`config.mk`:
```
export PLATFORM = sky130hd
export DESIGN_NAME = tea_sched
export DESIGN_NICKNAME = d
export VERILOG_FILES = /design/src/rtl/tea_sched.sv
export SDC_FILE = /design/constraint.sdc
export NUM_CORES = 1
export LEC_CHECK = 0
export ABC_AREA = 1
export CAP_MARGIN = 10
export CORE_ASPECT_RATIO = 0.7
export CORE_MARGIN = 3
export CORE_UTILIZATION = 41
export DETAILED_ROUTE_END_ITERATION = 8
export GPL_ROUTABILITY_DRIVEN = 0
export PLACE_DENSITY_LB_ADDON = 0.3
export SLEW_MARGIN = 20
export SYNTH_ARGS = -nofsm -noshare
export SYNTH_HDL_FRONTEND = slang
export SYNTH_SLANG_ARGS = --single-unit
```
`constraint.sdc`:
```
create_clock -name pclk -period 2.22 [get_ports pclk]
set_input_delay 0.333 -clock pclk [delete_from_list [all_inputs] [get_ports pclk]]
set_output_delay 0.333 -clock pclk [all_outputs]
set_load 0.01 [all_outputs]
```
`src/rtl/tea_sched.sv`:
```
// tea_sched: schedules two 4-phase clients onto one shared TEA engine.
// The engine handshake is asynchronous to pclk. eng_ack is synchronized,
// and every handshake phase is bounded by TIMEOUT cycles.
//
// Ports:
//   pclk, prstb             clock (rising edge), async active-low reset
//   c0_req/c1_req           client 4-phase requests
//   c0_wdata/c1_wdata       client input words
//   c0_ack/c1_ack           client 4-phase acknowledges (registered)
//   c0_rdata/c1_rdata       per-client result words (registered)
//   eng_req, eng_wdata      request and input word to the engine (registered)
//   eng_ack, eng_rdata      engine acknowledge (async) and result word
//   err_clr                 clears the sticky timeout flag
//   err                     sticky engine-timeout flag
//   busy                    high whenever the scheduler is not idle
`timescale 1ns/1ps

module tea_sched #(
    parameter logic [15:0] TIMEOUT     = 16'd1023,
    parameter int unsigned SYNC_STAGES = 2          // legal range 2..3
) (
    input  logic        pclk,
    input  logic        prstb,
    input  logic        c0_req,
    input  logic        c1_req,
    input  logic [31:0] c0_wdata,
    input  logic [31:0] c1_wdata,
    output logic        c0_ack,
    output logic        c1_ack,
    output logic [31:0] c0_rdata,
    output logic [31:0] c1_rdata,
    output logic        eng_req,
    output logic [31:0] eng_wdata,
    input  logic        eng_ack,
    input  logic [31:0] eng_rdata,
    input  logic        err_clr,
    output logic        err,
    output logic        busy
);

    localparam int unsigned DW = 32;
    localparam int unsigned TW = 16;

    typedef enum logic [1:0] {
        ST_IDLE    = 2'd0,
        ST_REQ     = 2'd1,
        ST_RELEASE = 2'd2,
        ST_RESP    = 2'd3
    } state_e;

    state_e               state_q;
    logic                 grant_q;        // 0 = c0, 1 = c1
    logic                 last_grant_q;
    logic [TW-1:0]        timer_q;
    logic                 err_q;
    logic                 busy_q;
    logic                 eng_req_q;
    logic [DW-1:0]        eng_wdata_q;
    logic                 c0_ack_q;
    logic                 c1_ack_q;
    logic [DW-1:0]        c0_rdata_q;
    logic [DW-1:0]        c1_rdata_q;
    logic [SYNC_STAGES-1:0] ack_sync_q;

    logic                 ack_s;
    logic [TW-1:0]        timer_inc;
    logic                 timeout_hit;
    logic                 win;
    logic                 req_any;
    logic                 gnt_req;
    logic                 err_set;

    // eng_ack synchronizer; the FSM looks only at the last stage
    always_ff @(posedge pclk or negedge prstb) begin
        if (!prstb) begin
            ack_sync_q <= '0;
        end else begin
            ack_sync_q <= {ack_sync_q[SYNC_STAGES-2:0], eng_ack};
        end
    end

    assign ack_s = ack_sync_q[SYNC_STAGES-1];

    // Timer and arbitration helpers
    always_comb begin
        timer_inc   = (timer_q == {TW{1'b1}}) ? timer_q : timer_q + TW'(1);
        // Compare the incremented value so a phase lasts exactly TIMEOUT cycles
        timeout_hit = (timer_inc >= TIMEOUT);
        req_any     = c0_req | c1_req;
        // Contention goes to whichever client was not served last
        if (c0_req && c1_req) begin
            win = ~last_grant_q;
        end else begin
            win = c1_req;
        end
        gnt_req = grant_q ? c1_req : c0_req;
        err_set = ((state_q == ST_REQ)     && !ack_s && timeout_hit) ||
                  ((state_q == ST_RELEASE) &&  ack_s && timeout_hit);
    end

    // Scheduler FSM with registered outputs
    always_ff @(posedge pclk or negedge prstb) begin
        if (!prstb) begin
            state_q      <= ST_IDLE;
            grant_q      <= 1'b0;
            last_grant_q <= 1'b1;
            timer_q      <= '0;
            busy_q       <= 1'b0;
            eng_req_q    <= 1'b0;
            eng_wdata_q  <= '0;
            c0_ack_q     <= 1'b0;
            c1_ack_q     <= 1'b0;
            c0_rdata_q   <= '0;
            c1_rdata_q   <= '0;
        end else begin
            case (state_q)
                ST_IDLE: begin
                    // Wait for the engine to drop its previous ack before a new request
                    if (req_any && !ack_s) begin
                        grant_q     <= win;
                        eng_wdata_q <= win ? c1_wdata : c0_wdata;
                        timer_q     <= '0;
                        eng_req_q   <= 1'b1;
                        busy_q      <= 1'b1;
                        state_q     <= ST_REQ;
                    end
                end
                ST_REQ: begin
                    if (ack_s) begin
                        if (grant_q) begin
                            c1_rdata_q <= eng_rdata;
                        end else begin
                            c0_rdata_q <= eng_rdata;
                        end
                        eng_req_q <= 1'b0;
                        timer_q   <= '0;
                        state_q   <= ST_RELEASE;
                    end else if (timeout_hit) begin
                        // Abandon the request; the result word is left untouched
                        eng_req_q <= 1'b0;
                        timer_q   <= '0;
                        state_q   <= ST_RELEASE;
                    end else begin
                        timer_q <= timer_inc;
                    end
                end
                ST_RELEASE: begin
                    if (!ack_s || timeout_hit) begin
                        if (grant_q) begin
                            c1_ack_q <= 1'b1;
                        end else begin
                            c0_ack_q <= 1'b1;
                        end
                        timer_q <= '0;
                        state_q <= ST_RESP;
                    end else begin
                        timer_q <= timer_inc;
                    end
                end
                ST_RESP: begin
                    // A request already dropped early completes here at once
                    if (!gnt_req) begin
                        c0_ack_q     <= 1'b0;
                        c1_ack_q     <= 1'b0;
                        last_grant_q <= grant_q;
                        busy_q       <= 1'b0;
                        state_q      <= ST_IDLE;
                    end
                end
                default: begin
                    state_q <= ST_IDLE;
                end
            endcase
        end
    end

    // Sticky timeout flag; a new timeout beats a simultaneous clear
    always_ff @(posedge pclk or negedge prstb) begin
        if (!prstb) begin
            err_q <= 1'b0;
        end else if (err_set) begin
            err_q <= 1'b1;
        end else if (err_clr) begin
            err_q <= 1'b0;
        end
    end

    assign c0_ack    = c0_ack_q;
    assign c1_ack    = c1_ack_q;
    assign c0_rdata  = c0_rdata_q;
    assign c1_rdata  = c1_rdata_q;
    assign eng_req   = eng_req_q;
    assign eng_wdata = eng_wdata_q;
    assign err       = err_q;
    assign busy      = busy_q;

endmodule

```
==> out/metrics.yaml <==
power:
  peakVddDrop_mv: 0.7023
  leakage_nw: 3.935
  pwr_density_cell_mw_per_mm2: 1329
  power.total_mw: 11.54
critical_path:
  start_kind: "flip-flop"
  rr_worst_depth: 14
  cp-end-kind: "flip-flop"
  crit_type: "reg2reg"
  cp_data_arrival_time_ns: 2.42
  cp_max_fo: 7
  worstPathRequired_ns: 2.55
clock_network:
  numCtsBuffers: 17
  clock_sinks: 123
  clk_pin_slew_ns: 0.05
  clockBufferDepth: 2
  tritoncts: "done"
  cts-htree-levels: 4
  cts_root_buf: "clkbuf_16"
  worstSkewPairLatency_ns: 0.42
synthesis:
  synth_edf_count: 0
  async_reset_ff_share_pct: 100.0
  synth_nets: 754
  ys_seq_area_share_pct: 55.32
  yosysWarnings: 0
  synth_ff_type: "dfrtp_1"
  netlist_instances: 646
  syn_area_per_cell_um2: 8.617
  synth.distinct_cells: 34
  ys_ff_latch: 123
  syn_area_mm2: 0.005567
floorplan:
  dieWidth_um: 145.3
  io_pins: 203
  initial_core_util_pct: 43.33
  die_area_mm2: 0.01503
  placementRows: 34
  coreArea_mm2: 0.01285
  die_h_um: 103.5
grt:
  grt_pass1_vias: 5217
  grt-ovfl-total: 0
  antenna_found_initial: 0
  grt_max_degree: 65
  track_usage_pct: 22.43
  grt_pass1_wl_um: 26770
routing:
  num_vias: 5236
  routedWlPerCell_um: 15.96
  routed_wl_um: 16880
  viasPerCell: 4.949
  drt-pass1-iter-count: 5
  final_antenna_net_count: 0
  remaining_drc_errors: 0
  drtIter0Drc: 356
layout:
  drive_above_1_share_pct: 12.07
  final_common_cell: "clkdlybuf4s50_1"
  num-nets-final: 973
  diodes: 0
  syn_to_final_growth_pct: 55.92
  instances_no_fill: 1058
  final_cell_mix: "clkdlybuf4s50_1, nand2_1, o21ai_0"
sta:
  holdWs_ns: 0.3654
  fmax_mhz: 479.7
  rsz0062_at_grt: "true"
  final.setup.tns_ns: 0
  setup_viol: 0
  post-route-period-util_pct: 93.90
  min_period_ns: 2.085
  fin_worst_skew_ns: 0.009752
  finalMaxSlewViolations: 0
  hold_viol: 0
  worst_slew_pin_slew_ns: 0.9153
  relSlewSlack_pct: 38.91
placement:
  port_buffers: 202
  dpl.cell_count: 1016
  post-dp-hpwl_um: 11880
flow_run:
  cap_violations: 0
outcome:
  outcome: "completed"
min_path:
  min_path_cells: 1
  hp-class: "in2reg"
## metal layers
layer / track usage [%] / routed length (µm)
met2: 38.52 / 8328
met5: 0 / 0
met3: 5.575 / 1050
met1: 28.28 / 7264
met4: 7.950 / 239
## worst paths after layout
path                                       to  slack [ns]           from
max in group asynchronous        c1_rdata[17]        1.02          prstb
worst min-delay path            ack_sync_q[0]        0.37        eng_ack
worst min register to register  ack_sync_q[1]        0.42  ack_sync_q[0]
min in group asynchronous          timer_q[5]        0.48          prstb
worst max register to register     timer_q[6]        0.14     timer_q[1]
worst max-delay path               timer_q[6]        0.14     timer_q[1]
## cell type report
type                       instances  area, µm²
sequential                       123       3083
tap                              180      225.2
multi-input combinational        431       2221
inverter                          66      252.7
clock buffer                      19      442.9
clock inverter                    13      215.2
fill                            1010       4168
timing repair buffer             226       2240
## flip-flops by register name, summed over array words and instances (netlist names), 2 cells and up
signal and flops:
c0_rdata 32, c1_rdata 32, eng_wdata 32, timer_q 16, ack_sync_q 2, state_q 2
## per-stage QoR
step,instance area [µm²],setup WS (ns),util [%]
5_1_grt,8680,-0.04231,67.56
4_1_cts,8542,0.01886,66.49
3_5_place_dp,7860,-0.04680,61.18
3_3_place_gp,7860,-0.02596,61.18
2_1_floorplan,5567,0.1246,-
6_report,8680,0.1354,67.56
## what timing repair did
item                                    CTS  global route
setup buffers                             1             8
endpoints found under the hold margin    45             0
pin swaps                                 1            11
cloned                                    0             0
endpoints found under the setup margin   12            16
resized for setup                         2            20
hold buffers                              1             0
## cells by family (layout without fill, tap and decap cells)
group,Yosys count,after routing,synth area share (%)
xor+xnor,7,7,1.236
compound gates,157,157,15.10
buf+inv,92,324,6.406
fa+ha+maj,6,6,1.349
flops,123,123,55.32
simple gates,261,261,20.59
## critical path, cell delays in order, from the launching register on
cell and delay, ns:
dfrtp_1 0.41, ha_4 0.16, nand2_2 0.06, nor2_4 0.13
nand2_4 0.10, inv_4 0.08, nand2_1 0.05, nand2_1 0.06
nand3_1 0.08, nor2_1 0.11, nand2_1 0.10, nor2_4 0.21
and2_4 0.25, nand2_8 0.08, o22ai_2 0.11
## power by group
group	internal, mW	total (mW)	switching [mW]
clock	2.03	3.07	1.03
sequential	3.22	3.78	0.564
combinational	2.40	4.69	2.28
total	7.66	11.5	3.88
## synth_stat cells (2+ instances only)
master | instances | area (µm²)
nand2_1 | 151 | 566.8
o21ai_0 | 134 | 670.6
dfrtp_1 | 122 | 3053
inv_1 | 63 | 236.5
nor2_1 | 58 | 217.7
clkbuf_1 | 24 | 90.09
nand3_1 | 22 | 110.1
o21ai_1 | 10 | 50.05
ha_1 | 6 | 75.07
nand4_1 | 6 | 37.54
nor2_2 | 6 | 37.54
o22ai_2 | 6 | 75.07
xor2_1 | 6 | 52.55
nand2_2 | 5 | 31.28
a21oi_1 | 3 | 15.01
nand3_2 | 3 | 30.03
nor2_4 | 3 | 33.78
inv_2 | 2 | 7.510
Note: power is estimated with default switching activity, not from simulation.
